<file path="config.mk">
export PLATFORM = sky130hd
export DESIGN_NAME = led_scan_ctrl_flat
export DESIGN_NICKNAME = d
export VERILOG_FILES = /design/src/rtl/led_scan_ctrl_if.sv /design/src/rtl/led_scan_ctrl.sv /design/src/flat_wrapper.sv
export SDC_FILE = /design/constraint.sdc
export NUM_CORES = 1
export LEC_CHECK = 0
export BUFFER_PORTS_ARGS = -buffer_cell sky130_fd_sc_hd__buf_2
export CAP_MARGIN = 20
export CORE_MARGIN = 1
export CORE_UTILIZATION = 34
export CTS_BUF_LIST = sky130_fd_sc_hd__clkbuf_2
export CTS_CLUSTER_SIZE = 30
export DETAILED_ROUTE_END_ITERATION = 7
export HOLD_SLACK_MARGIN = 0.1
export MAX_ROUTING_LAYER = met4
export SLEW_MARGIN = 20
export SYNTH_ARGS = -nofsm -noshare
export SYNTH_HDL_FRONTEND = slang
export SYNTH_SLANG_ARGS = --single-unit
</file>
<file path="constraint.sdc">
create_clock -name LED_SCAN_clk_xi -period 1.48 [get_ports LED_SCAN_clk_xi]
set_clock_uncertainty 0.2 [all_clocks]
set_input_delay 0.074 -clock LED_SCAN_clk_xi [delete_from_list [all_inputs] [get_ports LED_SCAN_clk_xi]]
set_output_delay 0.074 -clock LED_SCAN_clk_xi [all_outputs]
set_load 0.02 [all_outputs]
</file>
<file path="src/rtl/led_scan_ctrl_if.sv">
// Bus between the CPU/ALU result path and the LED scan controller.
// The master side drives the captured word, flags and user controls;
// the slave side (the scan controller) returns the page select and
// the latched display data.
interface led_scan_ctrl_if;
    logic [31:0] LED_SCAN_data_xi;
    logic        LED_SCAN_overflow_flag_xi;
    logic        LED_SCAN_zero_flag_xi;
    logic        LED_SCAN_valid_xi;
    logic        LED_SCAN_mode_xi;
    logic [2:0]  LED_SCAN_SW_xi;
    logic        LED_SCAN_hold_xi;

    logic [2:0]  LED_SCAN_SW_xo;
    logic [31:0] LED_SCAN_data_xo;
    logic        LED_SCAN_overflow_flag_xo;
    logic        LED_SCAN_zero_flag_xo;
    logic        LED_SCAN_loaded_xo;
    logic        LED_SCAN_wrap_xo;

    modport master (
        output LED_SCAN_data_xi, LED_SCAN_overflow_flag_xi, LED_SCAN_zero_flag_xi,
               LED_SCAN_valid_xi, LED_SCAN_mode_xi, LED_SCAN_SW_xi, LED_SCAN_hold_xi,
        input  LED_SCAN_SW_xo, LED_SCAN_data_xo, LED_SCAN_overflow_flag_xo,
               LED_SCAN_zero_flag_xo, LED_SCAN_loaded_xo, LED_SCAN_wrap_xo
    );

    modport slave (
        input  LED_SCAN_data_xi, LED_SCAN_overflow_flag_xi, LED_SCAN_zero_flag_xi,
               LED_SCAN_valid_xi, LED_SCAN_mode_xi, LED_SCAN_SW_xi, LED_SCAN_hold_xi,
        output LED_SCAN_SW_xo, LED_SCAN_data_xo, LED_SCAN_overflow_flag_xo,
               LED_SCAN_zero_flag_xo, LED_SCAN_loaded_xo, LED_SCAN_wrap_xo
    );
endinterface

</file>
<file path="src/rtl/led_scan_ctrl.sv">
// LED scan controller: captures a result word plus ALU flags and steps a
// 7-segment display through its pages, either automatically (one page per
// DWELL cycles, pausable with hold) or under switch control (manual mode).
// A capture always wins: it restarts the scan at page 0 and selects the
// mode currently requested.
module led_scan_ctrl #(
    parameter int DWELL = 16,
    parameter int PAGES = 5
) (
    input  logic             LED_SCAN_clk_xi,
    input  logic             LED_SCAN_rst_xi,
    led_scan_ctrl_if.slave   bus
);

    localparam int              CW        = $clog2(DWELL);
    localparam logic [CW-1:0]   CNT_LAST  = CW'(DWELL - 1);
    localparam logic [2:0]      PAGE_LAST = 3'(PAGES - 1);

    typedef enum logic [1:0] {
        ST_IDLE   = 2'd0,
        ST_AUTO   = 2'd1,
        ST_MANUAL = 2'd2
    } state_t;

    state_t          state_q, state_d;
    logic [CW-1:0]   cnt_q, cnt_d;
    logic [2:0]      page_q, page_d;
    logic [2:0]      man_sw_q, man_sw_d;
    logic [31:0]     data_q, data_d;
    logic            ovf_q, ovf_d;
    logic            zero_q, zero_d;
    logic            loaded_q, loaded_d;
    logic            wrap_q, wrap_d;
    logic [2:0]      sw_out;

    // Next-state logic: capture has priority over dwell expiry and mode switches.
    always_comb begin
        state_d  = state_q;
        cnt_d    = cnt_q;
        page_d   = page_q;
        data_d   = data_q;
        ovf_d    = ovf_q;
        zero_d   = zero_q;
        loaded_d = loaded_q;
        wrap_d   = 1'b0;
        man_sw_d = ({29'd0, bus.LED_SCAN_SW_xi} >= 32'(PAGES)) ? PAGE_LAST
                                                                : bus.LED_SCAN_SW_xi;

        if (bus.LED_SCAN_valid_xi) begin
            data_d   = bus.LED_SCAN_data_xi;
            ovf_d    = bus.LED_SCAN_overflow_flag_xi;
            zero_d   = bus.LED_SCAN_zero_flag_xi;
            loaded_d = 1'b1;
            cnt_d    = '0;
            page_d   = '0;
            state_d  = bus.LED_SCAN_mode_xi ? ST_MANUAL : ST_AUTO;
        end else begin
            unique case (state_q)
                ST_IDLE: begin
                    cnt_d  = '0;
                    page_d = '0;
                end
                ST_AUTO: begin
                    if (bus.LED_SCAN_mode_xi) begin
                        state_d = ST_MANUAL;
                        cnt_d   = '0;
                        page_d  = '0;
                    end else if (!bus.LED_SCAN_hold_xi) begin
                        if (cnt_q == CNT_LAST) begin
                            cnt_d = '0;
                            if (page_q == PAGE_LAST) begin
                                page_d = '0;
                                wrap_d = 1'b1;
                            end else begin
                                page_d = page_q + 3'd1;
                            end
                        end else begin
                            cnt_d = cnt_q + CW'(1);
                        end
                    end
                end
                ST_MANUAL: begin
                    cnt_d  = '0;
                    page_d = '0;
                    if (!bus.LED_SCAN_mode_xi) begin
                        state_d = ST_AUTO;
                    end
                end
                default: begin
                    state_d = ST_IDLE;
                    cnt_d   = '0;
                    page_d  = '0;
                end
            endcase
        end
    end

    // State and output registers, cleared asynchronously by reset.
    always_ff @(posedge LED_SCAN_clk_xi or posedge LED_SCAN_rst_xi) begin
        if (LED_SCAN_rst_xi) begin
            state_q  <= ST_IDLE;
            cnt_q    <= '0;
            page_q   <= '0;
            man_sw_q <= '0;
            data_q   <= '0;
            ovf_q    <= 1'b0;
            zero_q   <= 1'b0;
            loaded_q <= 1'b0;
            wrap_q   <= 1'b0;
        end else begin
            state_q  <= state_d;
            cnt_q    <= cnt_d;
            page_q   <= page_d;
            man_sw_q <= man_sw_d;
            data_q   <= data_d;
            ovf_q    <= ovf_d;
            zero_q   <= zero_d;
            loaded_q <= loaded_d;
            wrap_q   <= wrap_d;
        end
    end

    // Page select shown on the display depends on which scan source is active.
    always_comb begin
        sw_out = 3'd0;
        unique case (state_q)
            ST_AUTO:   sw_out = page_q;
            ST_MANUAL: sw_out = man_sw_q;
            default:   sw_out = 3'd0;
        endcase
    end

    assign bus.LED_SCAN_SW_xo            = sw_out;
    assign bus.LED_SCAN_data_xo          = data_q;
    assign bus.LED_SCAN_overflow_flag_xo = ovf_q;
    assign bus.LED_SCAN_zero_flag_xo     = zero_q;
    assign bus.LED_SCAN_loaded_xo        = loaded_q;
    assign bus.LED_SCAN_wrap_xo          = wrap_q;

endmodule

</file>
<file path="src/flat_wrapper.sv">
// flat-port wrapper written by rule: the top's interface ports become plain ports
module led_scan_ctrl_flat 
#(
    parameter int DWELL = 16,
    parameter int PAGES = 5
)
  (LED_SCAN_clk_xi, LED_SCAN_rst_xi, bus_LED_SCAN_data_xi, bus_LED_SCAN_overflow_flag_xi, bus_LED_SCAN_zero_flag_xi, bus_LED_SCAN_valid_xi, bus_LED_SCAN_mode_xi, bus_LED_SCAN_SW_xi, bus_LED_SCAN_hold_xi, bus_LED_SCAN_SW_xo, bus_LED_SCAN_data_xo, bus_LED_SCAN_overflow_flag_xo, bus_LED_SCAN_zero_flag_xo, bus_LED_SCAN_loaded_xo, bus_LED_SCAN_wrap_xo);
  led_scan_ctrl_if bus_i ();
  input  logic LED_SCAN_clk_xi;
  input  logic LED_SCAN_rst_xi;
  input wire logic [$bits(bus_i.LED_SCAN_data_xi)-1:0] bus_LED_SCAN_data_xi;
  input wire logic [$bits(bus_i.LED_SCAN_overflow_flag_xi)-1:0] bus_LED_SCAN_overflow_flag_xi;
  input wire logic [$bits(bus_i.LED_SCAN_zero_flag_xi)-1:0] bus_LED_SCAN_zero_flag_xi;
  input wire logic [$bits(bus_i.LED_SCAN_valid_xi)-1:0] bus_LED_SCAN_valid_xi;
  input wire logic [$bits(bus_i.LED_SCAN_mode_xi)-1:0] bus_LED_SCAN_mode_xi;
  input wire logic [$bits(bus_i.LED_SCAN_SW_xi)-1:0] bus_LED_SCAN_SW_xi;
  input wire logic [$bits(bus_i.LED_SCAN_hold_xi)-1:0] bus_LED_SCAN_hold_xi;
  output wire logic [$bits(bus_i.LED_SCAN_SW_xo)-1:0] bus_LED_SCAN_SW_xo;
  output wire logic [$bits(bus_i.LED_SCAN_data_xo)-1:0] bus_LED_SCAN_data_xo;
  output wire logic [$bits(bus_i.LED_SCAN_overflow_flag_xo)-1:0] bus_LED_SCAN_overflow_flag_xo;
  output wire logic [$bits(bus_i.LED_SCAN_zero_flag_xo)-1:0] bus_LED_SCAN_zero_flag_xo;
  output wire logic [$bits(bus_i.LED_SCAN_loaded_xo)-1:0] bus_LED_SCAN_loaded_xo;
  output wire logic [$bits(bus_i.LED_SCAN_wrap_xo)-1:0] bus_LED_SCAN_wrap_xo;
  assign bus_i.LED_SCAN_data_xi = bus_LED_SCAN_data_xi;
  assign bus_i.LED_SCAN_overflow_flag_xi = bus_LED_SCAN_overflow_flag_xi;
  assign bus_i.LED_SCAN_zero_flag_xi = bus_LED_SCAN_zero_flag_xi;
  assign bus_i.LED_SCAN_valid_xi = bus_LED_SCAN_valid_xi;
  assign bus_i.LED_SCAN_mode_xi = bus_LED_SCAN_mode_xi;
  assign bus_i.LED_SCAN_SW_xi = bus_LED_SCAN_SW_xi;
  assign bus_i.LED_SCAN_hold_xi = bus_LED_SCAN_hold_xi;
  assign bus_LED_SCAN_SW_xo = bus_i.LED_SCAN_SW_xo;
  assign bus_LED_SCAN_data_xo = bus_i.LED_SCAN_data_xo;
  assign bus_LED_SCAN_overflow_flag_xo = bus_i.LED_SCAN_overflow_flag_xo;
  assign bus_LED_SCAN_zero_flag_xo = bus_i.LED_SCAN_zero_flag_xo;
  assign bus_LED_SCAN_loaded_xo = bus_i.LED_SCAN_loaded_xo;
  assign bus_LED_SCAN_wrap_xo = bus_i.LED_SCAN_wrap_xo;
  led_scan_ctrl #(.DWELL(DWELL), .PAGES(PAGES)) u_core (.LED_SCAN_clk_xi(LED_SCAN_clk_xi), .LED_SCAN_rst_xi(LED_SCAN_rst_xi), .bus(bus_i));
endmodule
</file>
==> metrics.txt, run 1 <==
via count=about 1600; number of DRC markers in iteration 0=between 40 and 50; worst setup margin=-0.428 ns; DRT Pass-1 Iters=4; Power Dens Cells=886 nW/µm²; register area share after synthesis=60.3%; core area=approximately 5600 µm²; critical path class=reg -> out; die width=approximately 79 µm; crit-path most repeated cell=buf_6; port bufs=80; Synth cell types=27; Core Rows=27; Logic pwr share=approximately 29%; # DRC=0; Area Overhead vs Synth=58.8%; Slew Limit Headroom=roughly three quarters; initial antenna violation count=0; first-pass GRT wire length=approximately 7700 µm; Clock Sinks=48; clock-pin slew on the worst setup and hold paths=approximately 0.23 ns; Worst EP arrival=about 1.6 ns; unrepaired setup endpoints after global routing=yes; CTS H-tree lvls=2; CP max stage delay=roughly 0.48 ns; post-synth top area cell=dfrtp_1; post-DP HPWL=roughly 2800 µm; synth top area cells=dfrtp_1 60%, mux2_2 19%, ha_1 3.8%, nor2b_1 1.9%, nor3_2 1.5%; post-synthesis average cell area=between 10 and 15 µm²; CTS root buffer=clkbuf_2; final hold vios=0; outcome=finished, violations left; final RePlAce weighted congestion=between 0.7 and 0.8; clk buf depth=2; Syn Nets=approximately 190; Worst VDD drop=between 0.5 and 0.6 mV; worst path required time=1.21 ns; min Tclk post-route=approximately 1.9 ns; worst-skew pair later-pin latency=about 0.4 ns; DIE AREA=between 6000 and 7000 µm²; Post-Syn Area=about 2000 µm²; TritonCTS clock tree=yes; nets=around 330; number of global-route vias before repair=~1700; layout filler cell count=between 400 and 500; I/O pins=81; Critical Path Fanout Max=3; vias per cell=roughly 4.5; Net Sw Power=approximately 0.84 mW; GR Overflow Total=0; diode count=0; Sw Share=just under 30%; total routed wirelength=around 4600 µm; worst hold margin=0.207 ns; per-cell routed wire length=~13 µm; Startpoint Class=register; part of the power in the clock network=a little under a fifth; Worst-Margin Slew=approximately 0.38 ns; Max Fclk=~520 MHz; maximum number of pins on one net before global-route repair=40; failing checks=negative setup slack; Leak Pwr=about 1.5 nW; endpoints failing setup=13; Mapped Cells=about 140; Final period util=129%; CP max stage cell=dfrtp_1; CP Capture Type=output port; Vert. Die Dim=between 70 and 80 µm; internal power=roughly 2.0 mW; gr usage total=16.7%; Initial Util=35.7%; TritonCTS Buffers=5; number of synthesized register bits=48; Setup TNS Final=-2.61 ns; pins over their slew limit=0; share of power burned in registers=between 50% and 60%; HP Class=in -> reg; Synth top area share=about three fifths; Detail Route Antenna Nets=0; share of layout cells above drive strength 1=55.7%; Yosys Warn Count=0; worst path cell trace=inv_2, ha_4, buf_6, a22oi_2, nor2b_4, buf_6; Max Cap Viol=0
==> metrics by stage <==
stage	setup WS [ns]	util, %	power, mW	cell area (µm²)	instances
after global placement	-0.0461	45.3	2.08	2520	296
after floorplan	0.0168	-	1.86	2000	143
after detailed placement	-0.0715	45.3	2.09	2520	296
after global routing	-0.530	56.7	2.96	3160	352
after CTS	-0.452	55.7	2.79	3110	350
final	-0.428	56.7	2.80	3160	352
==> state kept, by name, summed over array words and instances, names as in the netlist <==
register,flops
u_core.bus.LED_SCAN_zero_flag_xo,1
u_core.bus.LED_SCAN_overflow_flag_xo,1
u_core.man_sw_q,3
u_core.bus.LED_SCAN_data_xo,32
u_core.bus.LED_SCAN_wrap_xo,1
u_core.state_q,2
u_core.page_q,3
u_core.cnt_q,4
u_core.bus.LED_SCAN_loaded_xo,1
==> critical path, delay by kind of cell (launching register included) <==
family,cells,cell delay [ns]
adder cells (fa/ha/maj),1,0.17
AO/OA/AOI/OAI,1,0.19
flip-flops,1,0.48
AND/OR/NAND/NOR,1,0.06
buffers and inverters,3,0.33
==> worst paths after layout <==
kind                                                     from  slack (ns)                         endpoint  depth (start not counted)
max in group asynchronous                     LED_SCAN_rst_xi        0.17   u_core.bus.LED_SCAN_data_xo[5]                          5
worst min register to register  u_core.bus.LED_SCAN_loaded_xo        0.29    u_core.bus.LED_SCAN_loaded_xo                          1
worst min-delay path                 bus_LED_SCAN_data_xi[14]        0.21  u_core.bus.LED_SCAN_data_xo[14]                          3
min in group asynchronous                     LED_SCAN_rst_xi        0.56  u_core.bus.LED_SCAN_data_xo[12]                          5
worst max-delay path                        u_core.state_q[0]       -0.43            bus_LED_SCAN_SW_xo[1]                          6
worst max register to register              u_core.state_q[1]       -0.17                  u_core.cnt_q[3]                          6
==> cell families after synthesis <==
| logic type | synth area share, % |
|---|---|
| AND/OR/NAND/NOR | 7.73 |
| multiplexers | 19.7 |
| adder cells (fa/ha/maj) | 3.77 |
| flip-flops | 60.3 |
| buffers and inverters | 2.89 |
| XOR/XNOR | 1.32 |
| AO/OA/AOI/OAI | 4.27 |
==> cells in the mapped netlist, drive strengths merged <==
library cell / count
mux2: 34
a22o: 1
a22oi: 3
inv: 6
nor2: 6
ha: 6
clkbuf: 1
a21o: 1
a21oi: 4
nand3: 1
o2bb2ai: 1
or3: 1
or2: 1
nor2b: 6
and4b: 1
buf: 5
nand4b: 2
dfrtp: 48
nand2: 5
o21ai: 2
xor2: 2
mux2i: 1
xnor2: 1
nor3: 3
o22ai: 1
==> cell usage in the layout (no fill, tap or decap), types with 3 or more instances in the layout <==
cell / instances
nor2_1: 4
clkbuf_2: 6
buf_2: 77
a22oi_2: 3
dlygate4sd3_1: 45
mux2_2: 34
nor2b_1: 4
buf_4: 6
dfrtp_1: 47
inv_2: 4
ha_1: 3
buf_6: 7
ha_4: 3
nand2_1: 5
==> power by group through the flow <==
stage               Combinational [mW]  Sequential, mW  Clock (mW)
floorplan                        0.244            1.62           0
global placement                 0.584            1.50           0
detailed placement               0.589            1.50           0
CTS                              0.768            1.48       0.541
global route                     0.871            1.50       0.591
finish                           0.808            1.48       0.509
==> final cells by class <==
type	count	area (µm²)	area share, %
Timing Repair Buffer	136	980	31.0
Inverter	6	22.5	0.712
Clock buffer	6	30.0	0.949
Clock inverter	1	5.00	0.158
Multi-Input combinational cell	83	833	26.3
Sequential cell	48	1200	38.0
Tap cell	72	90.1	2.85
==> what timing repair did <==
action                     in CTS  in global routing
setup endpoints to repair      12                 13
pin swaps                       4                  8
gates resized for setup        19                 10
hold buffers                   44                  1
hold endpoints to repair       96                  1
setup buffers                   3                  2
==> metal layers <==
metal / GRT usage [%] / wire (µm) / up-vias
met4: 4.44 / 43 / 0
met1: 19.0 / 1900 / 773
li1: - / - / 768
met5: - / 0 / -
met2: 29.0 / 2470 / 44
met3: 4.42 / 195 / 6
Note: power is estimated with default switching activity, not from simulation.
==> run 2: changes to the inputs <==
--- a/config.mk
+++ b/config.mk
@@ -13,5 +13,5 @@
 export CTS_CLUSTER_SIZE = 30
 export DETAILED_ROUTE_END_ITERATION = 7
-export HOLD_SLACK_MARGIN = 0.1
+export HOLD_SLACK_MARGIN = 0.12
 export MAX_ROUTING_LAYER = met4
 export SLEW_MARGIN = 20
==> constraint.sdc (replaced) <==
create_clock -name LED_SCAN_clk_xi -period 2 [get_ports LED_SCAN_clk_xi]
set_clock_uncertainty 0.2 [all_clocks]
set_input_delay 0.2 -clock LED_SCAN_clk_xi [delete_from_list [all_inputs] [get_ports LED_SCAN_clk_xi]]
set_output_delay 0.2 -clock LED_SCAN_clk_xi [all_outputs]
set_load 0.02 [all_outputs]
==> run 2 against run 1 <==
Effect of this change:
- the flow now finishes without violations
- combinational power shrank 31%
- critical path depth shrank 1
- flip-flop and latch count is the same
- cell count shrank 1.1%
- utilization shrank 1.7 points
- power shrank 29%
- clock power shrank 33%
==> metrics.txt, run 2 (synthesis results as in run 1) <==
Initial Util=35.7% (unchanged); Startpoint Class=register; worst path cell trace=buf_6, ha_4, a22oi_2, nor2b_1, buf_4; diode count=0 (unchanged); family with the most delay on the worst path=flip-flops; outcome=completed; unrepaired setup endpoints after global routing=yes; Slew Limit Headroom=65.8% (-8.7 points); worst path required time=1.60 ns (+0.39 ns); worst-skew pair later-pin latency=0.39 ns (-0.02 ns); r2r startpoint=u_core.state_q[1]; CTS H-tree lvls=2 (unchanged); clk buf depth=2 (unchanged); DRT Pass-1 Iters=4 (unchanged); vias per cell=4.55 (+0.64%); clock-pin slew on the worst setup and hold paths=0.21 ns (-0.02 ns); Worst-Margin Slew=0.512 ns (+0.130 ns); I/O pins=81 (unchanged); # DRC=0 (unchanged); Clock Sinks=48 (unchanged); TritonCTS Buffers=5 (unchanged); die width=78.5 µm (unchanged); share of layout cells above drive strength 1=50.7% (-5.0 points); per-cell routed wire length=13.4 µm (+2.3%); Vert. Die Dim=78.5 µm (unchanged); endpoints failing setup=0 (-13); critical path class=reg -> out; Worst EP arrival=1.52 ns (-0.11 ns); nets=326 (-0.61%); Overall Power=1.99 mW (-29%); Max Fclk=522 MHz; final RePlAce weighted congestion=0.682 (-4.4%); first-pass GRT wire length=7600 µm (-0.90%); Power Dens Cells=648 nW/µm² (-27%); met3 WL=198 µm (+1.5%); Finished Layout Cells=348 (-1.1%); TritonCTS clock tree=yes; FF-to-FF End=u_core.cnt_q[3]; maximum number of pins on one net before global-route repair=28 (-30%); via count=1583 (-0.50%); Leak Pwr=1.42 nW (-2.7%); number of DRC markers in iteration 0=35 (-26%); GR Overflow Total=0 (unchanged); setup slack, reg-to-reg=0.27 ns (+0.44 ns); Critical path buffers and inverters=2 (-1); CP Capture Type=output port; worst reg2reg path depth=5 (-1); port bufs=80 (unchanged); most frequent cells in the layout=79 x buf_2, 48 x dlygate4sd3_1, 48 x dfrtp_1, 34 x mux2_2; Final period util=a little over nine tenths; min Tclk post-route=1.92 ns; most common cell after layout, fill and taps aside=buf_2; core area=5570 µm² (unchanged); met2 wire length=2390 µm (-3.5%); HP Class=in -> async; CTS root buffer=clkbuf_2; max reg flops=32 (unchanged); Final Core Density=55.1% (-1.7 points); initial antenna violation count=0 (unchanged); Top Metal Used=met4; Critical Path Fanout Max=5 (+2); DIE AREA=6170 µm² (unchanged); CP max stage cell=dfrtp_1; Area Overhead vs Synth=54.1%; M1 WL=1970 µm (+3.9%); number of global-route vias before repair=1709 (+0.77%); Setup TNS Final=0 ns (+2.61 ns); total routed wirelength=4660 µm (+1.2%); final hold vios=0 (unchanged); placed cell count=292 (-1.4%); pins over their slew limit=0 (unchanged); gr usage total=16.5% (-0.19 points); Detail Route Antenna Nets=0 (unchanged); Core Rows=27 (unchanged); Worst VDD drop=0.375 mV (-35%); post-DP HPWL=2830 µm (+2.2%); CP max stage delay=0.45 ns (-0.03 ns); Max Cap Viol=0 (unchanged)
==> run 2: cell types whose count changed in the layout (fill, tap and decap cells not counted), moves of 2 or more <==
cell	delta
nor2_1	+2
a21oi_2	-2
nor2b_1	+2
nor2b_4	-2
a21oi_1	+2
dlygate4sd3_1	+3
buf_6	-6
buf_2	+2
==> run 2: final cells by class <==
cell class,count,area (µm²)
inverters,6,22.5
clock buffers,5,25.0
multi-input cells,83,786
fillers,471,2500
flip-flops and latches,48,1200
repair buffers,134,945
well taps,72,90.1
==> run 2: metal layers <==
layer / up-vias / global-route usage [%]
met2: 56 / 28.4
met1: 755 / 18.6
li1: 759 / -
met4: 0 / 6.11
met3: 13 / 3.72
met5: - / -
==> run 2: stage by stage <==
step	setup slack, ns	cell area [µm²]	hold slack [ns]
global route	-0.0228	3070	0.171
CTS	0.00660	2990	0.128
global placement	0.251	2480	0.0508
finish	0.0838	3070	0.170
detailed placement	0.215	2480	0.0584
floorplan	0.368	1990	0.0656
==> run 2: timing repair <==
| action | in CTS | in global routing |
|---|---|---|
| setup endpoints to repair | 3 | 3 |
| hold buffers | 48 | 0 |
| pin swaps | 0 | 1 |
| resized for setup | 1 | 11 |
| hold endpoints to repair | 95 | 0 |
| setup buffers | 0 | 3 |
==> run 2: tightest hold or removal path, delay by kind of cell <==
kind     cells  cell delay [ns]
buf+inv      3             1.05
==> run 2: worst max path at each step <==
stage | from | to | slack, ns | depth (start not counted)
CTS | u_core.state_q[0] | bus_LED_SCAN_SW_xo[1] | 0.007 | 5
floorplan | u_core.state_q[1] | u_core.bus.LED_SCAN_wrap_xo | 0.37 | 6
detailed placement | u_core.state_q[1] | u_core.cnt_q[3] | 0.21 | 5
global route | u_core.state_q[0] | bus_LED_SCAN_SW_xo[1] | -0.02 | 5
finish | u_core.state_q[0] | bus_LED_SCAN_SW_xo[2] | 0.08 | 5
global placement | u_core.state_q[1] | u_core.bus.LED_SCAN_wrap_xo | 0.25 | 5
==> run 2: where the power goes <==
part / internal (mW) / switching, mW
clock: 0.0670 / 0.275
sequential: 1.05 / 0.0424
combinational: 0.287 / 0.268
total: 1.40 / 0.586
==> run 3: changes to the inputs <==
HOLD_SLACK_MARGIN = 0.03   (was 0.12)
clock period = 1.9 ns   (was 2 ns; I/O delays follow)
==> run 3 against run 2 <==
Effect of this change:
- the run now ends with negative setup slack left
- utilization grew 0.43 points
- die area is the same
- non-clock buffer count is the same
- cell count grew 0.86%
- register-to-register slack lost 0.13 ns
- count of clock-buffer cells in the layout grew 2
- critical path type unchanged
==> metrics.txt, run 3 (synthesis results as in run 1) <==
outcome=finished, violations left; failing checks=negative setup slack; CP max stage delay=0.46 ns (about the same); vias per cell=4.48 (-1.6%); most frequent cells in the layout=77 x buf_2, 48 x dlygate4sd3_1, 48 x dfrtp_1, 34 x mux2_2; final hold vios=0 (unchanged); I/O pins=81 (unchanged); Detail Route Antenna Nets=0 (unchanged); number of DRC markers in iteration 0=51 (+46%); TritonCTS clock tree=yes; Setup WS pre-CTS=0.100 ns (-0.114 ns); Max Fclk=between 500 and 600 MHz; CTS H-tree lvls=2 (unchanged); Initial Util=35.7% (unchanged); pins over their slew limit=0 (unchanged); endpoints failing setup=3 (+3); share of layout cells above drive strength 1=50.9% (+0.17 points); DIE AREA=6170 µm² (unchanged); most common cell after layout, fill and taps aside=buf_2; Max Cap Viol=0 (unchanged); min Tclk post-route=~1.9 ns; TritonCTS Buffers=5 (unchanged); clk buf depth=2 (unchanged); Leak Pwr=1.44 nW (+0.84%); unrepaired setup endpoints after global routing=yes; Critical path buffers and inverters=2 (unchanged); via count=1571 (-0.76%); Overall Power=2.14 mW (+7.3%); family with the most delay on the worst path=flip-flops; CP Capture Type=output port; gr usage total=16.5% (+0.038 points); Area Overhead vs Synth=55.3%; Core Rows=27 (unchanged); # DRC=0 (unchanged); Worst VDD drop=0.435 mV (+16%); Final period util=101%; Clock Sinks=48 (unchanged); setup slack, reg-to-reg=0.14 ns (-0.13 ns); Startpoint Class=register; CTS root buffer=clkbuf_2; HP Class=in -> async; worst setup margin=-0.0144 ns (-0.0981 ns); maximum number of pins on one net before global-route repair=49 (+75%); per-cell routed wire length=13.3 µm (-1.1%); core area=5570 µm² (unchanged); worst path required time=1.51 ns (-0.09 ns); die width=78.5 µm (unchanged); clock-pin slew on the worst setup and hold paths=0.23 ns (+0.02 ns); number of global-route vias before repair=1658 (-3.0%); Slew Limit Headroom=79.2% (+13 points); port bufs=80 (unchanged); Worst EP arrival=1.52 ns (about the same); DRT Pass-1 Iters=2 (-2); nets=326 (unchanged); Worst-Margin Slew=0.312 ns (-0.199 ns); worst path cell trace=buf_6, ha_4, a22oi_2, nor2b_1, buf_4; Setup TNS Final=-0.0189 ns (-0.0189 ns); final RePlAce weighted congestion=0.661 (-3.0%); Final Core Density=55.5% (+0.43 points); critical path class=reg -> out; Critical Path Fanout Max=4 (-1); GR Overflow Total=0 (unchanged); post-DP HPWL=2780 µm (-1.7%); CP max stage cell=dfrtp_1; max reg flops=32 (unchanged); layout filler cell count=477 (+1.3%); initial antenna violation count=0 (unchanged); Vert. Die Dim=78.5 µm (unchanged); worst hold margin=0.119 ns (-0.0507 ns); total routed wirelength=4650 µm (-0.26%); diode count=0 (unchanged); worst-skew pair later-pin latency=0.39 ns (about the same); Power Dens Cells=691 nW/µm² (+6.5%); first-pass GRT wire length=7560 µm (-0.45%)
[run 3: layer usage]
| metal | track usage (%) | vias to the layer above | routed length, µm |
|---|---|---|---|
| met3 | 4.65 | 6 | 221 |
| li1 | - | 764 | - |
| met1 | 18.5 | 755 | 1920 |
| met4 | 5.37 | 0 | 63 |
| met2 | 28.3 | 46 | 2450 |
| met5 | - | - | 0 |
[run 3: worst reg2reg max path: cells and delay by family, from the launching register on]
kind	cells	cell delay, ns
buffers and inverters	3	0.30
and+or+nand+nor	2	0.60
DFF	1	0.43
adders and majority gates	1	0.18
[run 3: path summary, 6_finish.rpt]
kind / start / endpoint / cells past startpoint
max: u_core.state_q[0] / bus_LED_SCAN_SW_xo[1] / 5
min: LED_SCAN_rst_xi / u_core.bus.LED_SCAN_data_xo[22] / 4
max reg2reg: u_core.state_q[1] / u_core.cnt_q[3] / 6
min reg2reg: u_core.bus.LED_SCAN_loaded_xo / u_core.bus.LED_SCAN_loaded_xo / 1
max in group asynchronous: LED_SCAN_rst_xi / u_core.page_q[2] / 4
min in group LED_SCAN_clk_xi: bus_LED_SCAN_SW_xi[2] / u_core.man_sw_q[2] / 2
[run 3: layout make-up]
type | instances | area (µm²) | area share, %
clock buffer | 7 | 35.0 | 1.13
clock inverter | 1 | 3.75 | 0.121
inverter | 6 | 22.5 | 0.728
multi-input combinational | 83 | 791 | 25.6
sequential | 48 | 1200 | 38.8
tap | 72 | 90.1 | 2.91
timing repair buffer | 134 | 950 | 30.7
[run 3: per-stage QoR]
step	instances	instance area [µm²]
floorplan	143	1990
global placement	292	2480
detailed placement	292	2480
CTS	351	3090
global route	351	3090
finish	351	3090
[run 3: power breakdown]
| part | internal, mW | switching [mW] |
|---|---|---|
| clock network | 0.0986 | 0.302 |
| logic | 0.304 | 0.282 |
| registers | 1.11 | 0.0434 |
[run 3: repair_timing]
item	in CTS	in global routing
pin swaps	1	0
buffers inserted	3	0
setup endpoints to repair	3	10
hold buffers	48	0
gates resized for setup	13	1
endpoints found under the hold margin	91	0
cloned	0	0
